==> config.mk <==
export PLATFORM = sky130hd
export DESIGN_NAME = alu_muldiv
export DESIGN_NICKNAME = d
export VERILOG_FILES = /design/src/rtl/alu_muldiv.sv
export SDC_FILE = /design/constraint.sdc
export NUM_CORES = 1
export LEC_CHECK = 0
export BUFFER_PORTS_ARGS = -buffer_cell sky130_fd_sc_hd__clkbuf_2
export CORE_MARGIN = 2
export CORE_UTILIZATION = 40
export CTS_CLUSTER_SIZE = 40
export DETAILED_ROUTE_END_ITERATION = 6
export HOLD_SLACK_MARGIN = 0.03
export SYNTH_ARGS = -nofsm -noshare
export SYNTH_HDL_FRONTEND = slang
export SYNTH_SLANG_ARGS = --single-unit
==> constraint.sdc <==
create_clock -name i_clk -period 6.2 [get_ports i_clk]
set_input_delay 1.86 -clock i_clk [delete_from_list [all_inputs] [get_ports i_clk]]
set_output_delay 1.86 -clock i_clk [all_outputs]
set_load 0.01 [all_outputs]
==> src/rtl/alu_muldiv.sv <==
// Execute-stage ALU: registered base integer ops plus iterative multiply/divide/remainder,
// one bit per cycle, behind a valid/ready handshake with synchronous kill.
module alu_muldiv #(
    parameter int XLEN = 32
) (
    input  logic            i_clk,
    input  logic            i_rst,
    input  logic            i_alu_valid,
    output logic            o_alu_ready,
    input  logic [4:0]      i_alu_operator,
    input  logic [XLEN-1:0] i_alu_operand_1,
    input  logic [XLEN-1:0] i_alu_operand_2,
    input  logic            i_alu_kill,
    output logic [XLEN-1:0] o_alu_output,
    output logic            o_alu_out_valid,
    output logic            o_alu_zero,
    output logic            o_alu_illegal
);

    localparam int SW = $clog2(XLEN);
    localparam int CW = $clog2(XLEN + 1);
    localparam logic [XLEN-1:0] MIN_NEG = {1'b1, {(XLEN-1){1'b0}}};

    localparam logic [4:0] OP_ADD  = 5'b00000;
    localparam logic [4:0] OP_SUB  = 5'b00001;
    localparam logic [4:0] OP_AND  = 5'b00010;
    localparam logic [4:0] OP_OR   = 5'b00011;
    localparam logic [4:0] OP_XOR  = 5'b00100;
    localparam logic [4:0] OP_SLL  = 5'b00101;
    localparam logic [4:0] OP_SRL  = 5'b00110;
    localparam logic [4:0] OP_SRA  = 5'b00111;
    localparam logic [4:0] OP_SLT  = 5'b01000;
    localparam logic [4:0] OP_SLTU = 5'b01001;

    typedef enum logic [1:0] {IDLE, BUSY, DONE} state_t;

    state_t state_q, state_d;
    logic [CW-1:0]   cnt_q;
    logic [XLEN-1:0] acc_hi_q, acc_lo_q, opb_q;
    logic            is_div_q, sel_hi_q, res_neg_q;

    logic [XLEN-1:0] a, b;
    logic [SW-1:0]   shamt;
    logic            is_m, is_div, is_rem, div_signed, a_signed, b_signed;
    logic            neg_a, neg_b, div_zero, div_ovf;
    logic [XLEN-1:0] mag_a, mag_b, base_res, quick_res;
    logic            base_ill, quick_ill;

    assign a     = i_alu_operand_1;
    assign b     = i_alu_operand_2;
    assign shamt = i_alu_operand_2[SW-1:0];

    // NOTE: every signal driven in an always_comb gets a default first, so no path infers a latch.
    always_comb begin
        is_m       = (i_alu_operator[4:3] == 2'b10);
        is_div     = is_m && i_alu_operator[2];
        is_rem     = i_alu_operator[1];
        div_signed = !i_alu_operator[0];
        a_signed   = 1'b0;
        b_signed   = 1'b0;
        if (is_div) begin
            a_signed = div_signed;
            b_signed = div_signed;
        end else if (is_m) begin
            a_signed = (i_alu_operator[1:0] == 2'b01) || (i_alu_operator[1:0] == 2'b10);
            b_signed = (i_alu_operator[1:0] == 2'b01);
        end
        neg_a    = a_signed && a[XLEN-1];
        neg_b    = b_signed && b[XLEN-1];
        mag_a    = neg_a ? -a : a;
        mag_b    = neg_b ? -b : b;
        div_zero = is_div && (b == '0);
        div_ovf  = is_div && div_signed && (a == MIN_NEG) && (b == '1);
    end

    always_comb begin
        base_res = '0;
        base_ill = 1'b0;
        case (i_alu_operator)
            OP_ADD:  base_res = a + b;
            OP_SUB:  base_res = a - b;
            OP_AND:  base_res = a & b;
            OP_OR:   base_res = a | b;
            OP_XOR:  base_res = a ^ b;
            OP_SLL:  base_res = a << shamt;
            OP_SRL:  base_res = a >> shamt;
            OP_SRA:  base_res = $unsigned($signed(a) >>> shamt);
            OP_SLT:  base_res = {{(XLEN-1){1'b0}}, ($signed(a) < $signed(b))};
            OP_SLTU: base_res = {{(XLEN-1){1'b0}}, (a < b)};
            default: base_ill = 1'b1;
        endcase

        // Division corner cases bypass the iteration and finish like a base op.
        quick_ill = base_ill && !is_m;
        if (div_zero)     quick_res = is_rem ? a : '1;
        else if (div_ovf) quick_res = is_rem ? '0 : MIN_NEG;
        else              quick_res = base_res;
    end

    // One iteration step: shift-add multiply or restoring divide on {acc_hi, acc_lo}.
    logic [XLEN:0]     mul_sum, rem_shift, div_diff;
    logic [XLEN-1:0]   step_hi, step_lo, div_val, iter_res;
    logic [2*XLEN-1:0] prod, prod_s;

    always_comb begin
        mul_sum   = {1'b0, acc_hi_q} + (acc_lo_q[0] ? {1'b0, opb_q} : '0);
        rem_shift = {acc_hi_q, acc_lo_q[XLEN-1]};
        div_diff  = rem_shift - {1'b0, opb_q};
        if (is_div_q) begin
            step_hi = div_diff[XLEN] ? rem_shift[XLEN-1:0] : div_diff[XLEN-1:0];
            step_lo = {acc_lo_q[XLEN-2:0], !div_diff[XLEN]};
        end else begin
            step_hi = mul_sum[XLEN:1];
            step_lo = {mul_sum[0], acc_lo_q[XLEN-1:1]};
        end
        prod    = {step_hi, step_lo};
        prod_s  = res_neg_q ? -prod : prod;
        div_val = sel_hi_q ? step_hi : step_lo;
        if (is_div_q)      iter_res = res_neg_q ? -div_val : div_val;
        else if (sel_hi_q) iter_res = prod_s[2*XLEN-1:XLEN];
        else               iter_res = prod_s[XLEN-1:0];
    end

    assign o_alu_ready = (state_q != BUSY);

    logic            accept, start_iter, load_res, ill_d;
    logic [XLEN-1:0] res_d;

    always_comb begin
        state_d    = state_q;
        start_iter = 1'b0;
        load_res   = 1'b0;
        res_d      = '0;
        ill_d      = 1'b0;
        accept     = i_alu_valid && o_alu_ready && !i_alu_kill;
        unique case (state_q)
            IDLE, DONE: begin
                if (accept) begin
                    if (is_m && !div_zero && !div_ovf) begin
                        state_d    = BUSY;
                        start_iter = 1'b1;
                    end else begin
                        state_d  = DONE;
                        load_res = 1'b1;
                        res_d    = quick_res;
                        ill_d    = quick_ill;
                    end
                end else begin
                    state_d = IDLE;
                end
            end
            BUSY: begin
                if (cnt_q == CW'(1)) begin
                    state_d  = DONE;
                    load_res = 1'b1;
                    res_d    = iter_res;
                end
            end
            default: state_d = IDLE;
        endcase
        if (i_alu_kill) begin
            state_d    = IDLE;
            start_iter = 1'b0;
            load_res   = 1'b0;
        end
    end

    // NOTE: state and datapath registers use non-blocking assignments so all of them sample pre-edge values.
    always_ff @(posedge i_clk or posedge i_rst) begin
        if (i_rst) state_q <= IDLE;
        else       state_q <= state_d;
    end

    always_ff @(posedge i_clk or posedge i_rst) begin
        if (i_rst) begin
            cnt_q           <= '0;
            acc_hi_q        <= '0;
            acc_lo_q        <= '0;
            opb_q           <= '0;
            is_div_q        <= 1'b0;
            sel_hi_q        <= 1'b0;
            res_neg_q       <= 1'b0;
            o_alu_output    <= '0;
            o_alu_out_valid <= 1'b0;
            o_alu_zero      <= 1'b1;
            o_alu_illegal   <= 1'b0;
        end else begin
            o_alu_out_valid <= (state_d == DONE);
            if (load_res) begin
                o_alu_output  <= res_d;
                o_alu_zero    <= (res_d == '0);
                o_alu_illegal <= ill_d;
            end
            if (start_iter) begin
                cnt_q     <= CW'(XLEN);
                acc_hi_q  <= '0;
                acc_lo_q  <= mag_a;
                opb_q     <= mag_b;
                is_div_q  <= is_div;
                sel_hi_q  <= is_div ? is_rem : (i_alu_operator[1:0] != 2'b00);
                res_neg_q <= (is_div && is_rem) ? neg_a : (neg_a ^ neg_b);
            end else if (i_alu_kill) begin
                cnt_q <= '0;
            end else if (state_q == BUSY) begin
                cnt_q    <= cnt_q - CW'(1);
                acc_hi_q <= step_hi;
                acc_lo_q <= step_lo;
            end
        end
    end

endmodule
# Word level (Yosys, flattened, before mapping)
# Index checks and enable logic that the tools add are counted.
# totals
reg_bits	142
inputBits	73
elab_cells	133
# classes
add_sub_neg	9
magnitude_cmp	2
eq_ne	20
shifts	3
mux	53
bitwise	4
reduce_logical	30
# ops
cell	count
32-bit two-way mux	23
32-bit case mux with 10 select lines	1
32-bit negation	3
32-bit == test (second input constant)	2
32-bit zero test	2
32-bit < comparator	2
64-bit two-way mux	1
64-bit negation	1
32-bit case mux with 2 select lines	1
32-bit by 32-bit adder with 33-bit output	1
33-bit by 32-bit subtractor with 33-bit output	1
32-bit adder	1
32-bit AND	1
32-bit bitwise OR	1
32-bit by 5-bit left shift with 32-bit output	1
32-bit by 5-bit >> shifter with 32-bit output	1
32-bit by 5-bit >>> shifter with 32-bit output	1
32-bit subtractor	1
32-bit XOR	1
5-bit by 3-bit == test with 1-bit output (second input constant)	4
1-bit two-way mux	18
6-bit two-way mux	3
1-bit logical AND	13
5-bit by 2-bit == test with 1-bit output (second input constant)	2
20 further kinds	35

# Longest topological paths before layout
# depth
ltp_word	13
depth_mapped	27
mapped_depth_nobuf	25

# Worst setup path before layout
# Ideal clock, no wire load.
# synth_path
kind	input to register
from	input port i_alu_operand_2[2]
to	register o_alu_zero
t_arrival_ps	7111
required_ps	6139
slack_ps	-972
cell_stages	20
path_buffers	5
cell_sequence	clkinv_1 > buf_1 > clkbuf_1 > buf_1 > clkbuf_1 > ha_1 > clkbuf_1 > nor4_1 > o41ai_1 > or3_1 > a311oi_1 > o21ai_0 > a31o_2 > a221o_1 > a2111oi_0 > o22ai_1 > a211o_1 > nor3_1 > and4_1 > a41o_1
# synth_between
elab_chain_cells	9
# synth_rtl
element	line_no	source
start: declaration	12	input logic [XLEN-1:0] i_alu_operand_2,
branches (longest 9 deep; another with 32-bit subtractor)	n/a	
end signal: assignment	191	o_alu_zero <= (res_d == '0);
end: declaration	16	output logic o_alu_zero,
# Parallel ways; which one is timed is not known.
# A chain may end at the register's enable or synchronous reset.

# Worst setup path after layout
# layout_path
from	input port i_alu_operand_2[0]
to	register o_alu_zero
# The elaborated chain is that of the path after synthesis.

==> results.py <==
metrics = {
    "outcome": {
        "status": "finished, violations left",
        "violations": "DRC",
    },
    "min_path": {
        "min_from": "o_alu_output[21]",
        "hold_path_end": "o_alu_output[21]",
        "hold_path.class": "flop to flop",
        "whs_path_depth": 2,
    },
    "critical_path": {
        "critical_path_arrival_ns": 6.47,
        "crit_path_end_kind": "flop",
        "critPathKind": "primary input to flop",
        "reg2reg_depth": 27,
        "r2r-end": "o_alu_zero",
        "critPathMaxFanout": 11,
        "r2r_setup_slack_ns": 0.21,
        "startpoint_type": "primary input",
        "critPathRequiredTime_ns": 6.61,
        "r2r-start": "acc_lo_q[31]",
    },
    "cells_and_area": {
        "syn_to_final_growth_pct": 22.6,
        "n_antenna_cell": 0,
        "fin_util_pct": 49.5,
        "drive_gt1_share_pct": 22.5,
        "postLayoutCellArea_um2": 31900,
        "nets": 4347,
    },
    "yosys": {
        "ys_seq_area_share_pct": 13.6,
        "netlist.area_leader.share_pct": 13.5,
        "yosys.area.top_type": "dfrtp_1",
        "ys_types": 110,
        "synth_ff_type": "dfrtp_1",
        "async_flop_share_pct": 100,
        "synth_simple_gate_area_share_pct": 24.3,
        "synth_top_family_by_area": "compound AO/OA/AOI/OAI gates",
        "synth_xor_xnor_area_share_pct": 5.14,
        "synthAdderAreaFrac_pct": 8.57,
        "netlist_top_cells_area": "dfrtp_1 (14%), ha_1 (8.3%), o21ai_0 (6.8%), nand2_1 (6.0%), mux4_2 (6.0%)",
        "synth_top_cells_by_count": "nand2_1 (417), o21ai_0 (352), nor2_1 (336)",
        "synth.net_count": 3905,
        "syn_avg_cell_area_um2": 7.12,
        "muxShareOfSynthArea_pct": 11.5,
        "synth.most_common_cell": "nand2_1",
        "syn_inst": 3656,
        "synth_compound_area_share_pct": 30.1,
        "ys_warn_count": 0,
        "synth_edf_count": 0,
        "syn_area_um2": 26000,
        "synth-seq-cells": 142,
    },
    "floorplanning": {
        "coreArea_um2": 64500,
        "row_count": 93,
        "die_area_um2": 67200,
        "start_util_pct": 40.4,
        "die_w_um": 259,
        "die_y_um": 259,
        "ioPinCount": 109,
    },
    "timing": {
        "drv_slew": 0,
        "setup_viol": 0,
        "period_minus_slack_ns": 6.07,
        "setup_tns_ns": 0,
        "finalHoldViolations": 0,
        "period_share_pct": 97.8,
        "max_clock_freq_ghz": 0.165,
        "tightestPinTransition_ns": 1.36,
        "setup_ws_ns": 0.135,
        "timing.hold.ws_ns": 0.478,
        "rsz0062_at_grt": "true",
        "maxSlewHeadroom_pct": 9.04,
        "finalClockSkew_ns": 0.0191,
    },
    "drt": {
        "first_iter_violations": 4292,
        "drtAntennaViolNets": 0,
        "drt_first_pass_iters": 7,
        "via_per_inst": 6.48,
        "vias": 32200,
        "wire_per_inst_um": 27.4,
        "routed_wl_um": 136000,
        "drc": 4,
    },
    "clocking": {
        "numCtsBuffers": 17,
        "cts_root_buf": "clkbuf_16",
        "clkTransAtPathRegs_ns": 0.07,
        "cts_setup_buffers": 0,
        "cts_sinks": 142,
        "clk_latency_ns": 0.47,
        "htreeDepth": 4,
        "cts_buffer_depth": 2,
        "cts_tree": "built",
    },
    "global_routing": {
        "grt_pass1_wl_um": 198000,
        "overflow": 0,
        "grt_max_degree": 110,
        "track_usage_pct": 39.4,
        "antenna_found_initial": 1,
        "grt_pass1_vias": 30200,
    },
    "placed_design": {
        "dp_slack_ns": -0.615,
        "place.port_buffers": 108,
        "hpwl_um": 109000,
        "gp_congestion": 1.13,
        "postPlaceCellArea_um2": 31200,
    },
    "pwr": {
        "power.net_switching_uw": 4390,
        "p_sw_share_pct": 52.6,
        "p_int_uw": 3940,
        "clkPwrFrac_pct": 13.1,
        "pwr-share-comb_pct": 70.7,
        "powerDensity_nw_per_um2": 261,
        "ir_drop_uv": 244,
        "seq_power_share_pct": 16.2,
        "p_leak_uw": 0.0143,
    },
    "run": {
        "drv_cap": 0,
    },
}
flip-flops by register name, summed over array words and instances (netlist names), 2 cells and up:
name / flops
acc_lo_q: 32
cnt_q: 6
state_q: 2
acc_hi_q: 32
opb_q: 32
o_alu_output: 32
kinds of logic (layout without fill, tap and decap cells):
kind of cell               after synthesis  in the layout
buffers and inverters                  447            902
xor gates and xnor gates               152            152
AOI/OAI and AO/OA                     1210           1210
muxes                                  208            208
and+or+nand+nor                       1321           1321
adders and majority gates              176            176
DFF                                    142            142
cells in the final DEF, fill, tap and decap left out, types with 83 or more instances in the layout:
| cell type | instances |
|---|---|
| buf_4 | 570 |
| clkbuf_2 | 106 |
| nor2_1 | 336 |
| a21oi_1 | 271 |
| o21ai_0 | 351 |
| inv_1 | 170 |
| ha_1 | 172 |
| xnor2_1 | 103 |
| nand3_1 | 83 |
| nand2_1 | 416 |
| mux2i_1 | 106 |
| dfrtp_1 | 138 |
| nor3_1 | 116 |
power groups by stage:
| stage | Clock (uW) | Combinational (uW) | Sequential, uW |
|---|---|---|---|
| 2_1_floorplan | 0 | 3450 | 1260 |
| 3_3_place_gp | 0 | 5650 | 1350 |
| 3_5_place_dp | 0 | 5630 | 1360 |
| 4_1_cts | 1100 | 5680 | 1340 |
| 5_1_grt | 1130 | 6280 | 1370 |
| 6_report | 1090 | 5890 | 1350 |
worst max-delay path: stages:
cell and delay (ns):
buf_4 0.12, buf_4 0.19, ha_1 0.23, fa_1 0.41, a21o_1 0.19, a21o_1 0.21, nand2_1 0.07, o21ai_0 0.27
o22ai_1 0.41, o21bai_1 0.11, buf_4 0.18, a311oi_1 0.44, o21bai_1 0.13, a21oi_1 0.24, xnor2_1 0.09, a221oi_1 0.44
o22ai_1 0.19, a221oi_1 0.30, and3_1 0.21, a41o_1 0.17
how the worst max path moves through the flow:
| stage | startpoint | end | slack (ns) | depth (start not counted) |
|---|---|---|---|---|
| 6_report | i_alu_operand_2[0] | o_alu_zero | 0.13 | 20 |
| 5_1_grt | i_alu_operand_2[1] | o_alu_zero | -0.03 | 23 |
| 4_1_cts | i_alu_operand_1[0] | o_alu_zero | 0.08 | 24 |
| 3_5_place_dp | i_alu_operand_1[0] | o_alu_zero | -0.62 | 24 |
| 3_3_place_gp | i_alu_operand_1[0] | o_alu_zero | -0.56 | 24 |
| 2_1_floorplan | i_alu_operand_2[3] | o_alu_zero | 0.02 | 18 |
repair_timing:
item                                    CTS  global route
endpoints found under the setup margin    1             2
hold buffers                              0             0
gates resized for setup                   3            18
pin swaps                                 0             6
layout make-up:
cell class	count	area, um^2
fill	6563	32500
multi-input combinational	3067	20900
timing repair buffer	694	5150
sequential	142	3560
tap	855	1070
inverter	176	667
clock buffer	17	425
clock inverter	15	184
layer usage:
layer / global-route usage (%) / share of wire (%) / vias up
li1: - / - / 14400
met1: 50.3 / 40 / 15200
met2: 60.3 / 43 / 2033
met3: 7.18 / 9.4 / 468
met4: 27.0 / 8.1 / 2
met5: 0 / 0.010 / -
stage by stage:
step	total power, uW	cells
floorplan	4710	3656
global placement	7000	4934
detailed placement	6990	4934
CTS	8110	4966
global route	8780	4966
finish	8330	4966
No activity file was read; power rests on OpenSTA's default activity.
